## src/rtl/jpeg_rle_pkg.sv

```systemverilog
// Shared JPEG run-length constants, symbol codes and FSM state encoding.
// Used by both the RLE encoder and decoder so the two sides agree on the format.
package jpeg_rle_pkg;

    localparam int COEF_W    = 8;
    localparam int RUN_W     = 4;
    localparam int LANES     = 8;
    localparam int BLK_COEFS = 64;

    localparam int SYM_W  = RUN_W + COEF_W;
    localparam int WORD_W = LANES * COEF_W;
    localparam int IDX_W  = $clog2(BLK_COEFS);
    localparam int LANE_W = $clog2(LANES);

    localparam logic [SYM_W-1:0]  SYM_EOB   = 12'h000;
    localparam logic [SYM_W-1:0]  SYM_ZRL   = 12'hF00;
    localparam logic [IDX_W-1:0]  LAST_IDX  = IDX_W'(BLK_COEFS - 1);
    localparam logic [LANE_W-1:0] LANE_LAST = LANE_W'(LANES - 1);

    typedef enum logic [1:0] {
        S_SYM = 2'd0,
        S_RUN = 2'd1,
        S_EOB = 2'd2
    } rle_state_t;

    // True when a run starting at idx would spill past the last coefficient of the block.
    function automatic logic run_overflows(input logic [IDX_W-1:0] idx,
                                           input logic [RUN_W-1:0] run);
        logic [IDX_W:0] sum;
        sum = {1'b0, idx} + {{(IDX_W + 1 - RUN_W){1'b0}}, run};
        return sum > {1'b0, LAST_IDX};
    endfunction

endpackage

```

## src/rtl/rle_lane_packer.sv

```systemverilog
// Packs one coefficient per emit into an 8-lane word; the word registers when lane 7 is written.
// Latency: 8 emits per word. Backpressure: can_emit drops only when lane 7 is next and the held word is not taken.
module rle_lane_packer
    import jpeg_rle_pkg::*;
(
    input  logic              clk,
    input  logic              reset,
    input  logic              emit,
    input  logic [COEF_W-1:0] coef,
    input  logic              blk_end,
    input  logic              out_ready,
    output logic              can_emit,
    output logic [WORD_W-1:0] out_data,
    output logic              out_valid,
    output logic              out_last
);

    logic [LANE_W-1:0]             lane_ptr;
    logic [COEF_W-1:0]             lane_buf [LANES-1];
    logic [(LANES-1)*COEF_W-1:0]   packed_lanes;
    logic                          word_load;

    assign word_load = emit && (lane_ptr == LANE_LAST);
    assign can_emit  = !out_valid || out_ready || (lane_ptr != LANE_LAST);

    // Lane 0 holds the lowest coefficient index and lands in the top byte.
    always_comb begin
        packed_lanes = '0;
        for (int i = 0; i < LANES - 1; i++) begin
            packed_lanes[(LANES-2-i)*COEF_W +: COEF_W] = lane_buf[i];
        end
    end

    always_ff @(posedge clk) begin
        if (emit && !word_load) begin
            lane_buf[lane_ptr] <= coef;
        end
    end

    always_ff @(posedge clk) begin
        if (!reset) begin
            lane_ptr  <= '0;
            out_data  <= '0;
            out_valid <= 1'b0;
            out_last  <= 1'b0;
        end else if (word_load) begin
            lane_ptr  <= '0;
            out_data  <= {packed_lanes, coef};
            out_valid <= 1'b1;
            out_last  <= blk_end;
        end else begin
            if (emit) begin
                lane_ptr <= lane_ptr + 1'b1;
            end
            if (out_ready) begin
                out_valid <= 1'b0;
                out_last  <= 1'b0;
            end
        end
    end

endmodule

```

## src/rtl/rle_decoder.sv

```systemverilog
// JPEG run-length decoder: expands {run,value} symbols into 64-coef blocks, 8 coefs per output word.
// Latency: 8 emit cycles to first word, 1 coef/clk; sym_ready falls when the packer cannot take a coefficient.
module rle_decoder
    import jpeg_rle_pkg::*;
(
    input  logic              clk,
    input  logic              reset,
    input  logic [SYM_W-1:0]  sym_in,
    input  logic              sym_valid,
    output logic              sym_ready,
    output logic [WORD_W-1:0] out_data,
    output logic              out_valid,
    input  logic              out_ready,
    output logic              out_last,
    output logic              blk_err
);

    rle_state_t        state;
    logic [IDX_W-1:0]  coef_idx;
    logic [RUN_W-1:0]  run_cnt;
    logic [COEF_W-1:0] val_q;

    logic [RUN_W-1:0]  sym_run;
    logic [COEF_W-1:0] sym_val;
    logic              accept;
    logic              overflow;
    logic              can_emit;
    logic              emit;
    logic [COEF_W-1:0] emit_coef;

    assign sym_run   = sym_in[SYM_W-1:COEF_W];
    assign sym_val   = sym_in[COEF_W-1:0];
    assign overflow  = run_overflows(coef_idx, sym_run);
    assign sym_ready = reset && (state == S_SYM) && can_emit;
    assign accept    = sym_valid && sym_ready;

    // EOB and literal DC zero both carry run 0 / value 0, so they share the plain-literal path here.
    always_comb begin
        emit      = 1'b0;
        emit_coef = '0;
        case (state)
            S_SYM: begin
                emit      = accept && !overflow;
                emit_coef = (sym_run == '0) ? sym_val : '0;
            end
            S_RUN: begin
                emit      = can_emit;
                emit_coef = (run_cnt == '0) ? val_q : '0;
            end
            S_EOB: begin
                emit      = can_emit;
                emit_coef = '0;
            end
            default: begin
                emit      = 1'b0;
                emit_coef = '0;
            end
        endcase
    end

    always_ff @(posedge clk) begin
        if (!reset) begin
            state    <= S_SYM;
            coef_idx <= '0;
            run_cnt  <= '0;
            val_q    <= '0;
            blk_err  <= 1'b0;
        end else begin
            blk_err <= 1'b0;
            if (emit) begin
                coef_idx <= coef_idx + 1'b1;
            end
            case (state)
                S_SYM: begin
                    if (accept) begin
                        if (sym_in == SYM_EOB && coef_idx != '0) begin
                            if (coef_idx != LAST_IDX) begin
                                state <= S_EOB;
                            end
                        end else if (overflow) begin
                            blk_err <= 1'b1;
                        end else if (sym_run != '0) begin
                            run_cnt <= sym_run - 1'b1;
                            val_q   <= sym_val;
                            state   <= S_RUN;
                        end
                    end
                end
                S_RUN: begin
                    if (can_emit) begin
                        if (run_cnt != '0) begin
                            run_cnt <= run_cnt - 1'b1;
                        end else begin
                            state <= S_SYM;
                        end
                    end
                end
                S_EOB: begin
                    if (can_emit && coef_idx == LAST_IDX) begin
                        state <= S_SYM;
                    end
                end
                default: state <= S_SYM;
            endcase
        end
    end

    rle_lane_packer u_packer (
        .clk       (clk),
        .reset     (reset),
        .emit      (emit),
        .coef      (emit_coef),
        .blk_end   (coef_idx == LAST_IDX),
        .out_ready (out_ready),
        .can_emit  (can_emit),
        .out_data  (out_data),
        .out_valid (out_valid),
        .out_last  (out_last)
    );

endmodule
```

## config.mk

```make
export PLATFORM = sky130hd
export DESIGN_NAME = rle_decoder
export DESIGN_NICKNAME = d
export VERILOG_FILES = /design/src/rtl/jpeg_rle_pkg.sv /design/src/rtl/rle_lane_packer.sv /design/src/rtl/rle_decoder.sv
export SDC_FILE = /design/constraint.sdc
export NUM_CORES = 1
export LEC_CHECK = 0
export ABC_CLOCK_PERIOD_IN_PS = 12600
export CAP_MARGIN = 20
export CORE_MARGIN = 2
export CORE_UTILIZATION = 32
export CTS_CLUSTER_SIZE = 20
export DETAILED_ROUTE_END_ITERATION = 10
export GPL_ROUTABILITY_DRIVEN = 0
export PLACE_DENSITY = 0.54
export SYNTH_ARGS = -nofsm -noshare
export SYNTH_HDL_FRONTEND = slang
export SYNTH_SLANG_ARGS = --single-unit
```

## constraint.sdc

```tcl
create_clock -name clk -period 12.6 [get_ports clk]
set_clock_uncertainty 0.15 [all_clocks]
set_input_delay 3.78 -clock clk [delete_from_list [all_inputs] [get_ports clk]]
set_output_delay 3.78 -clock clk [all_outputs]
set_load 0.02 [all_outputs]
```

# ---- Yosys cells after proc, flatten, opt, wreduce, memory -nomap -nowiden
# Memory sizes are Yosys's and may differ from the RTL's. A register that Yosys moved wholly into a read port is not among the register bits.
# Cells that the tools add are included.
dict set report word_totals {
  regBits 90
  ram_bits 56
  in_bits 16
  out_inout_bits 68
  elab_cells 99
  mem_count 1
}
dict set report classes {
  addsub 5
  magnitude_cmp 1
  eq_ne 17
  n_mux 26
  bitwise_logic 5
  n_reduce_logical 35
}
# name words width read_ports rd_clocked_by_memory_dff wr line_no
set memory_table {}
lappend memory_table {u_packer.lane_buf 7 8 7 7 1 rle_lane_packer.sv:19} ;# logic [COEF_W-1:0] lane_buf [LANES-1];
# op count
set op_table {}
lappend op_table {{$mux W4} 6}
lappend op_table {{$mux W2} 8}
lappend op_table {{$mux W8} 2}
lappend op_table {{$pmux W8 S2} 1}
lappend op_table {{$ne A2 B2 Y1 const B} 7}
lappend op_table {{$reduce_and A7 Y1} 2}
lappend op_table {{$logic_not A12 Y1} 1}
lappend op_table {{$logic_not A1 Y1} 10}
lappend op_table {{$logic_and A1 B1 Y1} 8}
lappend op_table {{$logic_not A4 Y1} 2}
lappend op_table {{$pmux W4 S2} 1}
lappend op_table {{$reduce_bool A4 Y1} 2}
lappend op_table {{$sub A4 B1 Y4 const B} 2}
lappend op_table {{$add A6 B4 Y7} 1}
lappend op_table {{$gt A7 B6 Y1 const B} 1}
lappend op_table {{$add A6 B1 Y6 const B} 1}
lappend op_table {{$eq A6 B6 Y1 const B} 1}
lappend op_table {{$mux W1} 6}
lappend op_table {{$ne A3 B2 Y1 const B} 2}
lappend op_table {{$ne A6 B6 Y1 const B} 1}
lappend op_table {{$pmux W2 S3} 1}
lappend op_table {{$reduce_bool A6 Y1} 1}
lappend op_table {{$not A1 Y1} 5}
lappend op_table {{$reduce_and A5 Y1} 1}
lappend op_table {{13 further kinds} 16}

# ---- Depth between registers and ports, before layout
# Gate-level depths: netlist of run 1.
dict set report logic_depth {
  depth_word 12
  ltp_mapped 10
  depth_no_buf 8
}

# ---- Modules after synthesis
# From an unflattened synthesis of run 1, not the netlist that was laid out.
dict set report hier_totals {
  cells_unflattened 529
  area_unflattened_um2 5871.9
}
# mod instances cells_per_inst area_each_um2 seq_area_each_um2
set modules_own_cells {}
lappend modules_own_cells {rle_lane_packer 1 372 4448.0 3062.9}
lappend modules_own_cells {rle_decoder 1 157 1423.9 420.4}

# ---- Worst setup path after synthesis of run 1
# OpenSTA, ideal clock, no wires.
dict set report synth_path {
  kind {input-to-output}
  start {input port reset}
  end {output port sym_ready}
  arrival_ps 4421
  required_time_ps 8670
  path_slack_ps 4249
  stages 3
  path_buffers 1
  path_cell_list {clkbuf_1 -> nand2_1 -> nor2_1}
}
dict set report synth_via {
  elab_chain_len 2
}
# item line_no
set synth_lines {}
lappend synth_lines {{start: declaration} rle_decoder.sv:7} ;# input logic reset,
lappend synth_lines {{$logic_and A1 B1 Y1 (2 in a row)} rle_decoder.sv:34} ;# assign sym_ready = reset && (state == S_SYM) && can_emit;
lappend synth_lines {{end: declaration} rle_decoder.sv:10} ;# output logic sym_ready,
# No other way between the ends.

# ---- Worst setup path in the final report of run 1
dict set report layout_path {
  start {input port out_ready}
  end {output port sym_ready}
}
dict set report layout_via {
  elab_chain_len 3
}
# item line_no
set layout_lines {}
lappend layout_lines {{start: declaration} rle_decoder.sv:13} ;# input logic out_ready,
lappend layout_lines {{$logic_or A1 B1 Y1 (2 in a row)} rle_lane_packer.sv:24} ;# assign can_emit = !out_valid || out_ready || (lane_ptr != LANE_LAST);
lappend layout_lines {{$logic_and A1 B1 Y1} rle_decoder.sv:34}
# No other way between the ends.

==> results of run 1 <==
## per-stage QoR
step | util | total power, uW | area, um2 | setup slack (ps)
floorplan | - | 668 | 5680 | 4250
global placement | 0.384 | 706 | 6660 | 3380
detailed placement | 0.384 | 713 | 6660 | 3390
CTS | 0.418 | 1220 | 7250 | 3380
global route | 0.420 | 1260 | 7290 | 3320
finish | 0.420 | 1210 | 7290 | 3390
## final timing paths
| path | start | end | slack (ps) | cells past startpoint |
|---|---|---|---|---|
| worst max-delay path | out_ready | sym_ready | 3390 | 4 |
| worst min-delay path | u_packer.out_data[35] | u_packer.out_data[35] | 320 | 2 |
| worst max register to register | coef_idx[0] | u_packer.lane_buf[5][2] | 9440 | 6 |
| worst min register to register | u_packer.out_data[35] | u_packer.out_data[35] | 320 | 2 |
## cells in the final DEF, fill, tap and decap left out, types with 3 or more instances in the layout
master and count:
sky130_fd_sc_hd__clkbuf_16 17, sky130_fd_sc_hd__inv_6 5, sky130_fd_sc_hd__nor4_1 6, sky130_fd_sc_hd__mux2i_1 14, sky130_fd_sc_hd__dfxtp_1 90, sky130_fd_sc_hd__nor4b_2 3, sky130_fd_sc_hd__a21oi_1 4, sky130_fd_sc_hd__buf_4 4
sky130_fd_sc_hd__xnor2_1 3, sky130_fd_sc_hd__nand3_1 68, sky130_fd_sc_hd__clkinvlp_4 3, sky130_fd_sc_hd__inv_1 8, sky130_fd_sc_hd__o21ai_0 69, sky130_fd_sc_hd__a22o_1 8, sky130_fd_sc_hd__nor3_1 3, sky130_fd_sc_hd__or3_1 3
sky130_fd_sc_hd__ha_1 12, sky130_fd_sc_hd__nor2b_1 11, sky130_fd_sc_hd__nor2_1 6, sky130_fd_sc_hd__o31ai_1 3, sky130_fd_sc_hd__clkdlybuf4s50_1 82, sky130_fd_sc_hd__edfxtp_1 56, sky130_fd_sc_hd__and2_1 7, sky130_fd_sc_hd__nand2_1 76
## sequential cells by signal (all words and copies together) (netlist names), 2 cells and up
name,count
u_packer.lane_ptr,3
u_packer.lane_buf,56
run_cnt,4
u_packer.out_data,64
coef_idx,6
state,2
val_q,8
## per-layer routing
metal,up-vias,GRT usage,routed length [um]
met4,0,0.0481,165
met2,86,0.218,5910
met3,9,0.0405,623
met5,-,0,0
met1,1879,0.184,5860
li1,2028,-,-
## logic make-up after synthesis
| logic type | Yosys count |
|---|---|
| AOI/OAI and AO/OA | 107 |
| xor gates and xnor gates | 3 |
| adders and majority gates | 13 |
| buffers and inverters | 44 |
| DFF | 146 |
| muxes | 14 |
| and+or+nand+nor | 197 |
## report_power, final
part | switching (uW) | internal (uW) | total (uW)
sequential | 21.2 | 527 | 548
combinational | 97.5 | 57.8 | 155
clock | 207 | 297 | 504
## area by class of cell
type	count	share of cell area
Sequential cell	146	0.478
Multi-Input combinational cell	334	0.276
Clock inverter	15	0.0235
Clock buffer	17	0.0583
Inverter	8	0.00412
Tap cell	225	0.0386
Timing Repair Buffer	89	0.122
## worst max-delay path, cell delays in order
cell,delay (ps)
sky130_fd_sc_hd__clkdlybuf4s50_1,480
sky130_fd_sc_hd__and3b_1,260
sky130_fd_sc_hd__nor2_1,150
sky130_fd_sc_hd__clkdlybuf4s50_1,620
==> results.md, run 1 <==
- Floorplan core area: 0.0174 mm2
- Number of global-route vias before repair: about 3,700
- Clock H-tree levels: 4
- Run status: complete, no violations
- Highest clock rate: 0.109 GHz
- Final Routed Wirelength: roughly 13,000 um
- Number of library cell types mapped by synthesis: 52
- Async set or reset register ratio after synthesis: 0
- Netlist Area Pre-Place: 0.00568 mm2
- Vias per inst: 4.80
- Detail-routed net length per standard cell: 15.1 um
- Count of cells resized by post-cts repair: 0
- Inserted Clock Buffers: 17
- Number of iterations in the first detailed-routing pass: 4
- CTS sink cnt: between 100 and 150
- CTS max path bufs: 2
- Complex-gate fraction of the synthesized area: 0.119
- Worst Path Arrival: 5280 ps
- Worst-skew pair later-pin latency: 420 ps
- Period minus WS final: 9210 ps
- Number of standard-cell rows in the floorplan: 48
- Count leader, synth: sky130_fd_sc_hd__dfxtp_1
- Synthesis Warnings: 0
- Avg Cell Area, Syn: 10.8 um2
- Number of hold-repair buffers added at the cts stage: 0
- Starting Density: 0.327
- Crit path capture type: output port
- Number of flops mapped to enable cells by yosys: 56
- Area fraction in and, or, nand and nor cells after synthesis: 0.171
- Static power due to leakage: 0.00252 uW
- Horizontal die dimension: roughly 140 um
- Initial antenna violation count: 0
- Clock-pin transition on the worst setup and hold timing paths: about 60 ps
- Total negative slack for setup checks: 0 ps
- Final cell count without fillers: 834
- Total grt overflow: 0
- Number of antenna-violating nets in the routed design: 0
- Detailed-route via count: around 4,000
- Critical path start-end classification: primary input to output port
- Total nets after synthesis: ~550
- Overall fraction of global-route tracks in use: 0.139
- Die Outline Area: 0.0188 mm2
- Slew margin rel.: 0.319
- Post-synthesis mux area share: 0.0247
- Critical path fanouts, max: 6
- VDD IR max: between 90 and 100 uV
- DRC errors left: 0
- Hold_ws: 317 ps
- Layout area overhead: 28.4%
- Clock Root Buffer: sky130_fd_sc_hd__clkbuf_16
- Maximum number of pins on one net before global-route repair: approximately 130
- Kind of launch point of the worst setup path: primary input
- Final Slew Violations: 0
- Number of DRC markers after the initial detailed-route iteration: 232
- Hold violation total from the final report: 0
- Data required time of the critical path: 8670 ps
- Post-CTS setup repair buffer count: 0
- Final #Nets: roughly 630
- Main combinational cell family by area after synthesis: simple AND/OR/NAND/NOR gates
- Share of the synthesized area in the top cell type: 0.317
- RSZ-0062 raised after global routing: no
- Seq. cell area: ~0.0035 mm2
- Placed Cells incl. Taps: ~800
- Final antenna diode count: 0
- Largest area contributor in the synthesized netlist: sky130_fd_sc_hd__dfxtp_1
- Combined area of the multi-input logic cells: 0.00201 mm2
- Sequential-to-total area share from yosys stat: 0.613
- Worst min-delay path class: flip-flop to flip-flop
- Wire length of the first global-routing pass: 19,900 um
- Number of synthesized register bits: 146
- Number of port buffers: 83
- Fraction of layout cells with a size suffix above 1: 0.0854
- Synth Area in XOR/XNOR: 0.00462
- Max-cap violations: 0
- Fill count: 1,648
- Top_reg_cell synth: sky130_fd_sc_hd__dfxtp_1
- Final worst-path cycle share: 0.731
- Final setup violation count: 0
- Number of top-level design ports: 84
- DIE HEIGHT: 137 um
- Clock tree from TritonCTS: built
- Post-synthesis share of cell area spent on full adders, half adders and majority gates: 0.0299
- Power per cell area: 166 mW/mm2
- Post-Synthesis Cells: 524
- Tightest Pin Transition: 1020 ps
- Largest cells by area after synthesis: sky130_fd_sc_hd__dfxtp_1 32%, sky130_fd_sc_hd__edfxtp_1 30%, sky130_fd_sc_hd__o21ai_0 6.1%, sky130_fd_sc_hd__nand3_1 6.0%, sky130_fd_sc_hd__nand2_1 5.0%
- Top cells by instance count after synthesis: 90 x sky130_fd_sc_hd__dfxtp_1, 76 x sky130_fd_sc_hd__nand2_1, 69 x sky130_fd_sc_hd__o21ai_0
- Post-detail-place hpwl: 8210 um
Power figures use the tool's default switching activity.
==> run 2, diff against run 1 <==
Settings changed: ABC_CLOCK_PERIOD_IN_PS 12600 to 9300.
Clock period 12.6 ns to 9.3 ns, I/O delays scaled along.
==> run 2 against run 1 <==
Via count is 0.92% lower. Register-to-register slack got worse by 3300 ps. Hold slack improved by 0.71 ps. Clock power grew 24%. Critical path depth stayed put. Global-route usage decreased by 0.081 points. Sequential cell count did not move. Critical endpoint unchanged. Design area decreased by 1.1%. Sequential share of layout area rose by 0.53 points. Core utilization decreased by 0.46 points. Combinational power rose by 36%.
==> results.md, run 2 (synthesis results as in run 1) <==
- Placed Cells incl. Taps: 799 (unchanged)
- Fill count: 1,632 (was 1,648)
- Final Routed Wirelength: 12,500 um (was 12,600 um)
- Critical path's most frequent cell: sky130_fd_sc_hd__clkdlybuf4s50_1 (unchanged)
- Seq. cell area: 0.00348 mm2 (unchanged)
- Number of global-route vias before repair: 3,839 (was 3,745)
- Setup crit start: out_ready (unchanged)
- Period minus WS final: 7230 ps
- Worst-skew pair later-pin latency: 410 ps (was 420 ps)
- Inserted Clock Buffers: 17 (unchanged)
- Power per cell area: 219 mW/mm2 (was 166 mW/mm2)
- Critical path's top delay family: buffers and inverters (unchanged)
- Critical Path Slowest Stage Cell: sky130_fd_sc_hd__clkdlybuf4s50_1 (unchanged)
- Critical Path Stages: 4 (unchanged)
- DIE HEIGHT: 137 um (unchanged)
- Number of iterations in the first detailed-routing pass: 4 (unchanged)
- Final worst-path cycle share: 0.777
- Horizontal die dimension: 137 um (unchanged)
- Final #Nets: 624 (was 625)
- Most common cell after layout, fill and taps aside: sky130_fd_sc_hd__dfxtp_1 (unchanged)
- Number of flip-flops in the largest register: 64 (unchanged)
- Worst Path Arrival: 4290 ps (was 5280 ps)
- Kind of launch point of the worst setup path: primary input (unchanged)
- Final core occ: 0.416 (was 0.420)
- Highest clock rate: 0.138 GHz
- Clock Root Buffer: sky130_fd_sc_hd__clkbuf_16 (unchanged)
- Longest individual stage delay on the worst path: 610 ps (was 620 ps)
- CTS sink cnt: 146 (unchanged)
- VDD IR max: 129 uV (was 96.7 uV)
- Worst-path cell chain: clkdlybuf4s50_1 -> and3b_1 -> nor2_1 -> clkdlybuf4s50_1 (unchanged)
- Critical path start-end classification: primary input to output port (unchanged)
- Hold_ws: 318 ps (was 317 ps)
- Total grt overflow: 0 (unchanged)
- Post-layout instance area: 0.00721 mm2 (was 0.00729 mm2)
- Origin of the worst min-delay path: u_packer.out_data[15] (was u_packer.out_data[35])
- Layout area overhead: 27.0% (was 28.4%)
- Global routing usage on met3: 0.0390 (was 0.0405)
- Number of standard-cell rows in the floorplan: 48 (unchanged)
- Number of antenna-violating nets in the routed design: 0 (unchanged)
- Final Slew Violations: 0 (unchanged)
- CP endpoint: sym_ready (unchanged)
- Detail-routed net length per standard cell: 15.0 um (was 15.1 um)
- Total negative slack for setup checks: 0 ps (unchanged)
- Run status: complete, no violations (unchanged)
- Final setup violation count: 0 (unchanged)
- Combined area of the multi-input logic cells: 0.00201 mm2 (unchanged)
- Data required time of the critical path: 6360 ps (was 8670 ps)
- Post-CTS setup repair buffer count: 0 (unchanged)
- Cell area after placement: 0.00666 mm2 (unchanged)
- DRC errors left: 0 (unchanged)
- Met1 Usage GRT: 0.180 (was 0.184)
- Hold violation total from the final report: 0 (unchanged)
- Critical path fanouts, max: 6 (unchanged)
- Overall fraction of global-route tracks in use: 0.138 (was 0.139)
- Initial antenna violation count: 0 (unchanged)
- Max-cap violations: 0 (unchanged)
- Clock tree from TritonCTS: built (unchanged)
- Number of top-level design ports: 84 (unchanged)
- Number of DRC markers after the initial detailed-route iteration: 225 (was 232)
- Maximum number of pins on one net before global-route repair: 129 (unchanged)
- Worst min-delay path class: flip-flop to flip-flop (unchanged)
- Number of hold-repair buffers added at the cts stage: 0 (unchanged)
- Met2 Use GR: 0.226 (was 0.218)
- Tightest Pin Transition: 1070 ps (was 1020 ps)
- Die Outline Area: 0.0188 mm2 (unchanged)
- Final antenna diode count: 0 (unchanged)
- RSZ-0062 raised after global routing: no (unchanged)
- Capture instance of the worst register-to-register path: u_packer.lane_buf[5][1] (was u_packer.lane_buf[5][2])
- Slew margin rel.: 0.284 (was 0.319)
- CTS max path bufs: 2 (unchanged)
- Static power due to leakage: 0.00249 uW (was 0.00252 uW)
- Biggest regs: u_packer.out_data: 64 flops, u_packer.lane_buf: 56 flops, val_q: 8 flops (unchanged)
- Source of the worst register-to-register timing path: coef_idx[0] (unchanged)
- Detailed-route via count: 3,965 (was 4,002)
- Post-detail-place hpwl: 8320 um (was 8210 um)
- Clock H-tree levels: 4 (unchanged)
- Vias per inst: 4.76 (was 4.80)
- Final cell count without fillers: 833 (was 834)
- Crit path capture type: output port (unchanged)
- Top library cells by usage in the layout, fill and taps aside: 90 x sky130_fd_sc_hd__dfxtp_1, 82 x sky130_fd_sc_hd__clkdlybuf4s50_1, 76 x sky130_fd_sc_hd__nand2_1 (unchanged)
- Number of port buffers: 83 (unchanged)
- Cells on worst reg2reg path: 6 (unchanged)
- Wire length of the first global-routing pass: 19,900 um (about the same)
- Most heavily used metal layer in global routing: met2 (unchanged)
- Count of buffering cells on the critical path with inverters included: 2 (unchanged)
- Clock-pin transition on the worst setup and hold timing paths: 60 ps (about the same)
- Count of cells resized by post-cts repair: 0 (unchanged)
- Fraction of layout cells with a size suffix above 1: 0.0757 (was 0.0854)
- Largest register by flop count: u_packer.out_data (unchanged)
- Floorplan core area: 0.0174 mm2 (unchanged)
- Reg-to-reg setup timing slack: 6130 ps (was 9440 ps)
- Starting Density: 0.327 (unchanged)
-- run 2: cell types whose count changed in the layout (fill, tap and decap cells not counted) --
cell	before	now
sky130_fd_sc_hd__clkinv_4	2	4
sky130_fd_sc_hd__inv_6	5	2
sky130_fd_sc_hd__bufinv_16	2	1
sky130_fd_sc_hd__buf_16	1	0
sky130_fd_sc_hd__clkbuf_1	0	2
sky130_fd_sc_hd__clkinvlp_4	3	1
sky130_fd_sc_hd__inv_8	2	0
sky130_fd_sc_hd__clkinv_2	1	2
sky130_fd_sc_hd__clkinv_1	0	3
-- run 2: layer usage --
metal,part of all wire,vias up
li1,-,2020
met1,0.47,1858
met2,0.48,80
met3,0.042,7
met4,0.0067,0
met5,0,-
-- run 2: worst min-delay path: stages, from the launching register on --
cell and delay, ps:
sky130_fd_sc_hd__dfxtp_1 310, sky130_fd_sc_hd__nand3_1 50, sky130_fd_sc_hd__o21ai_0 60
-- run 2: layout make-up --
cell class / instances / area share
Inverter: 8 / 0.00416
Timing Repair Buffer: 88 / 0.120
Clock buffer: 19 / 0.0600
Clock inverter: 13 / 0.0154
Sequential cell: 146 / 0.483
Tap cell: 225 / 0.0390
Multi-Input combinational cell: 334 / 0.279
-- run 2: report_power, final --
part	total, uW	internal, uW	switching, uW	leakage [uW]
logic	211	78.5	132	0.000971
registers	742	714	27.7	0.00125
clock network	624	367	257	0.000264
total	1580	1160	417	0.00249
-- run 2: through the flow --
step / power [uW] / worst slack, ps
after floorplan: 905 / 2930
after detailed placement: 965 / 2080
after global placement: 957 / 2070
after CTS: 1590 / 2070
final: 1580 / 2070
after global routing: 1650 / 2030
-- run 2: worst min path at each step --
stage                                  endpoint  slack, ps  cells past startpoint
after floorplan                      run_cnt[2]        300                      2
after global placement    u_packer.out_data[12]        310                      2
after detailed placement  u_packer.out_data[42]        310                      2
after CTS                 u_packer.out_data[33]        320                      2
after global routing      u_packer.out_data[36]        330                      2
final                     u_packer.out_data[15]        320                      2
